$ cat src/rtl/result_sequencer.sv
// Presents a captured 32-bit adder result one byte at a time, stepped by a
// locked "next" button or, optionally, by a dwell timer.
module result_sequencer #(
    parameter int AUTO_MODE = 0,
    parameter int DWELL     = 50000000
) (
    input  logic        clk,
    input  logic        rst,
    input  logic [31:0] sum,
    input  logic        cin_carry,
    input  logic        capture,
    input  logic        next,
    input  logic        unlock,
    output logic [7:0]  out,
    output logic [1:0]  byte_idx,
    output logic        valid,
    output logic        coutled,
    output logic        doneled,
    output logic        lockled
);

    localparam int             CNT_W    = $clog2(DWELL);
    localparam logic [CNT_W-1:0] CNT_LAST = CNT_W'(DWELL - 1);
    localparam bit             AUTO_EN  = (AUTO_MODE != 0);

    typedef enum logic [1:0] {IDLE, SHOW, DONE} state_t;

    state_t           state_q, state_d;
    logic [1:0]       idx_q, idx_d;
    logic [31:0]      hold_q, hold_d;
    logic             carry_q, carry_d;
    logic             lock_q, lock_d;
    logic             done_q, done_d;
    logic [CNT_W-1:0] cnt_q, cnt_d;
    logic [7:0]       out_q, out_d;
    logic             valid_q, valid_d;
    logic             accept, expire;

    always_ff @(posedge clk or posedge rst) begin
        if (rst) begin
            state_q <= IDLE;
            idx_q   <= '0;
            hold_q  <= '0;
            carry_q <= 1'b0;
            lock_q  <= 1'b0;
            done_q  <= 1'b0;
            cnt_q   <= '0;
            out_q   <= '0;
            valid_q <= 1'b0;
        end else begin
            state_q <= state_d;
            idx_q   <= idx_d;
            hold_q  <= hold_d;
            carry_q <= carry_d;
            lock_q  <= lock_d;
            done_q  <= done_d;
            cnt_q   <= cnt_d;
            out_q   <= out_d;
            valid_q <= valid_d;
        end
    end

    always_comb begin
        state_d = state_q;
        idx_d   = idx_q;
        hold_d  = hold_q;
        carry_d = carry_q;
        lock_d  = lock_q;
        done_d  = done_q;
        cnt_d   = cnt_q;
        accept  = next && !lock_q;
        expire  = AUTO_EN && (state_q == SHOW) && (cnt_q == CNT_LAST);

        if (capture) begin
            // Capture wins outright: the lock is deliberately left untouched.
            hold_d  = sum;
            carry_d = cin_carry;
            state_d = SHOW;
            idx_d   = '0;
            done_d  = 1'b0;
            cnt_d   = '0;
        end else begin
            if (accept)
                lock_d = 1'b1;
            else if (unlock)
                lock_d = 1'b0;

            case (state_q)
                SHOW: begin
                    // A simultaneous button press and timer expiry is one advance.
                    if (accept || expire) begin
                        cnt_d = '0;
                        if (idx_q == 2'd3) begin
                            state_d = DONE;
                            idx_d   = '0;
                            done_d  = 1'b1;
                        end else begin
                            idx_d = idx_q + 2'd1;
                        end
                    end else if (AUTO_EN) begin
                        cnt_d = cnt_q + 1'b1;
                    end
                end
                DONE: begin
                    if (accept) begin
                        state_d = SHOW;
                        idx_d   = '0;
                        cnt_d   = '0;
                    end
                end
                default: ;
            endcase
        end

        valid_d = (state_d == SHOW);
        out_d   = '0;
        if (state_d == SHOW) begin
            case (idx_d)
                2'd0:    out_d = hold_d[7:0];
                2'd1:    out_d = hold_d[15:8];
                2'd2:    out_d = hold_d[23:16];
                default: out_d = hold_d[31:24];
            endcase
        end
    end

    assign out      = out_q;
    assign byte_idx = idx_q;
    assign valid    = valid_q;
    assign coutled  = carry_q;
    assign doneled  = done_q;
    assign lockled  = lock_q;

endmodule
$ cat config.mk
export PLATFORM = sky130hd
export DESIGN_NAME = result_sequencer
export DESIGN_NICKNAME = d
export VERILOG_FILES = /design/src/rtl/result_sequencer.sv
export SDC_FILE = /design/constraint.sdc
export NUM_CORES = 1
export LEC_CHECK = 0
export CORE_MARGIN = 5
export CORE_UTILIZATION = 44
export DETAILED_ROUTE_END_ITERATION = 16
export MAX_ROUTING_LAYER = met4
export PLACE_DENSITY = 0.75
export SETUP_SLACK_MARGIN = 0.05
export SYNTH_ARGS = -nofsm -noshare
export SYNTH_HDL_FRONTEND = slang
export SYNTH_SLANG_ARGS = --single-unit
$ cat constraint.sdc
create_clock -name clk -period 2.15 [get_ports clk]
set_clock_uncertainty 0.1 [all_clocks]
set_input_delay 0.3225 -clock clk [delete_from_list [all_inputs] [get_ports clk]]
set_output_delay 0.3225 -clock clk [all_outputs]
set_load 0.01 [all_outputs]
==> reports/qor.csv <==
stage;metric;value;unit
layout;syn_to_final_growth;44.4;%
logic_synthesis;synth.avg_cell_area;12.2;um2
logic_synthesis;synthMostInstantiatedCell;dfrtp_1;
global_route;grt_overflow;0;
global_route;grt_use_total;0.181;
clock_network;cts.sinks;48;
logic_synthesis;netlist_area;0.00218;mm2
placement;dp_cells;315;
sta;rsz0062_at_grt;true;
die;die_h;80.4;um
die;num_rows;25;
global_route;grt_max_degree;31;
worst_hold_path;hold_path_class;input port to flip-flop;
worst_hold_path;whs_path_depth;2;
routing;wl_per_cell;16.4;um
die;core;0.00475;mm2
critical_path;crit_required;2.23;ns
layout;final_nets;299;
die;ios;52;
routing;drtAntennaViolNets;0;
placement;gp_congestion;0.912;
power_and_ir_drop;ir_worst_vdd;0.329;mV
sta;slew_violations;0;
clock_network;ctsLongestPathBuffers;2;
routing;viasPerCell;5.47;
sta;setup_slack;-0.00856;ns
critical_path;startpoint_type;flip-flop;
die;die_w;80.4;um
routing;drt-initial-drc-count;170;
logic_synthesis;ys_seq_elements;48;
logic_synthesis;synth_top_cell_by_area;dfrtp_1;
run_status;violations;negative setup slack;
logic_synthesis;synth.net_count;220;
critical_path;critPathKind;flip-flop to flip-flop;
logic_synthesis;synth_common_cells;48 x dfrtp_1, 28 x mux2_2, 9 x nor2_1;
clock_network;cts_inserted_buffers;5;
global_route;grt_pass1_wl;8730;um
routing;vias;1784;
clock_network;ctsHtreeMaxLevel;2;
logic_synthesis;synth_top_area_share;0.550;
logic_synthesis;synth_edf_count;0;
sta;finalSetupTns;-0.0119;ns
sta;period_needed;2.16;ns
critical_path;cp_data_arrival_time;2.23;ns
layout;drive_gt1_frac;0.336;
sta;hold_violations;0;
flow_run;drv_cap;0;
sta;slew_headroom;0.662;
clock_network;clk_pin_slew;0.09;ns
logic_synthesis;syn_inst;179;
logic_synthesis;yosysUniqueCellTypes;37;
sta;max_freq;463;MHz
power_and_ir_drop;power.leakage;1.33;nW
critical_path;reg2reg_depth;8;
run_status;status;complete, but fails checks;
placement;portBuffers;51;
logic_synthesis;yosysSeqAreaShare;0.550;
die;dieArea;0.00647;mm2
routing;route.detailed.drc;0;
routing;totalWireLength;5360;um
clock_network;insertion_delay;0.30;ns
clock_network;cts_tree;yes;
logic_synthesis;synthArstFlopShare;1.00;
sta;fin_crit_sh;1.00;
global_route;grt_pass1_vias;1776;
layout;fillers;398;
layout;final_cells;326;
placement;dp.final_hpwl;3850;um
critical_path;path_max_fanout;6;
die;start_util;0.459;
logic_synthesis;synth_ff_type;dfrtp_1;
logic_synthesis;yosys-top-cells-area;dfrtp_1 55%, mux2_2 14%, a222oi_1 2.8%;
power_and_ir_drop;power_density;777;mW/mm2
sta;setup_viol;2;
global_route;antenna_found_initial;0;
layout;diodes;0;
logic_synthesis;yosysWarningCount;0;
sta;tightestPinTransition;0.507;ns
critical_path;end_kind;flip-flop;
clock_network;cts_root_buf;clkbuf_8;
routing;first_pass_iters;5;
## routing by layer
metal | routed length [um] | part of all wire | global-route usage | vias to the layer above
li1 | - | - | - | 836
met4 | 88 | 0.016 | 0.0591 | 0
met1 | 2330 | 0.44 | 0.230 | 863
met2 | 2550 | 0.48 | 0.289 | 74
met3 | 383 | 0.071 | 0.0392 | 11
met5 | 0 | 0 | - | -
## path summary, 6_finish.rpt
| check | end | slack, ns | startpoint |
|---|---|---|---|
| min in group asynchronous | hold_q[7]$_DFF_PP0_ | 0.31 | rst |
| min | doneled$_DFFE_PP0P_ | 0.28 | capture |
| max in group asynchronous | hold_q[24]$_DFF_PP0_ | 1.14 | rst |
| max | out[3]$_DFF_PP0_ | -0.009 | state_q[1]$_DFF_PP0_ |
| max reg2reg | out[3]$_DFF_PP0_ | -0.009 | state_q[1]$_DFF_PP0_ |
| min reg2reg | hold_q[2]$_DFF_PP0_ | 0.41 | hold_q[2]$_DFF_PP0_ |
## placed cells by master (no fill, tap or decap), drive strengths merged, types with 3 or more instances in the layout
| cell type | n |
|---|---|
| a222oi | 6 |
| a21oi | 8 |
| inv | 7 |
| nor3 | 7 |
| ha | 3 |
| o21a | 4 |
| o22ai | 5 |
| o21ai | 5 |
| buf | 29 |
| mux2 | 28 |
| nor2b | 5 |
| a21o | 5 |
| nor4 | 8 |
| clkbuf | 7 |
| dfrtp | 48 |
| nor2 | 9 |
| clkdlybuf4s50 | 50 |
## layout make-up
type                            count  area, um2  area share
Tap cell                           67       83.8      0.0266
Clock buffer                        7       96.3      0.0306
Timing Repair Buffer               79        728       0.231
Multi-Input combinational cell    117        982       0.312
Sequential cell                    48       1200       0.382
Clock inverter                      1       30.0     0.00953
Inverter                            7       26.3     0.00834
## state kept, by name, indices dropped and copies added, names as in the netlist
| register | cells |
|---|---|
| coutled | 1 |
| valid | 1 |
| doneled | 1 |
| hold_q | 32 |
| state_q | 2 |
| out | 8 |
| byte_idx | 2 |
| lockled | 1 |
## power by group
| group | internal (mW) | switching (mW) | total, mW |
|---|---|---|---|
| logic | 0.382 | 0.297 | 0.679 |
| clock network | 0.410 | 0.300 | 0.711 |
| registers | 1.01 | 0.0491 | 1.06 |
| total | 1.80 | 0.647 | 2.45 |
## critical path, stage by stage (launching register included)
cell and delay [ns]:
dfrtp_2 0.45, inv_2 0.08, ha_4 0.14, or3b_4 0.40, o211ai_2 0.10, a222oi_1 0.13, buf_4 0.17, a222oi_1 0.36
nor3_1 0.10
## cell families (layout without fill, tap and decap cells)
kind of cell               count (synthesis)  after routing  synth area share
DFF                                       48             48             0.550
AOI/OAI and AO/OA                         45             45             0.154
and+or+nand+nor                           41             41             0.108
muxes                                     28             28             0.144
buffers and inverters                     14             94            0.0264
adders and majority gates                  3              3            0.0172
## stage by stage
step | cell area (um2) | setup WS, ns | utilization | power [mW] | hold WS, ns
CTS | 3130 | 0.00474 | 0.658 | 2.45 | 0.273
finish | 3150 | -0.00856 | 0.663 | 2.45 | 0.279
global route | 3150 | -0.180 | 0.663 | 2.56 | 0.298
floorplan | 2190 | -0.137 | - | 1.39 | 0.330
global placement | 2950 | -0.168 | 0.620 | 1.70 | 0.384
detailed placement | 2950 | -0.194 | 0.620 | 1.71 | 0.392
## what timing repair did
| action | in CTS | in global routing |
|---|---|---|
| buffers inserted | 2 | 1 |
| endpoints found under the setup margin | 8 | 9 |
| hold buffers | 0 | 0 |
| pin swaps | 3 | 4 |
| resized for setup | 9 | 4 |
(Power assumes the default switching activity.)
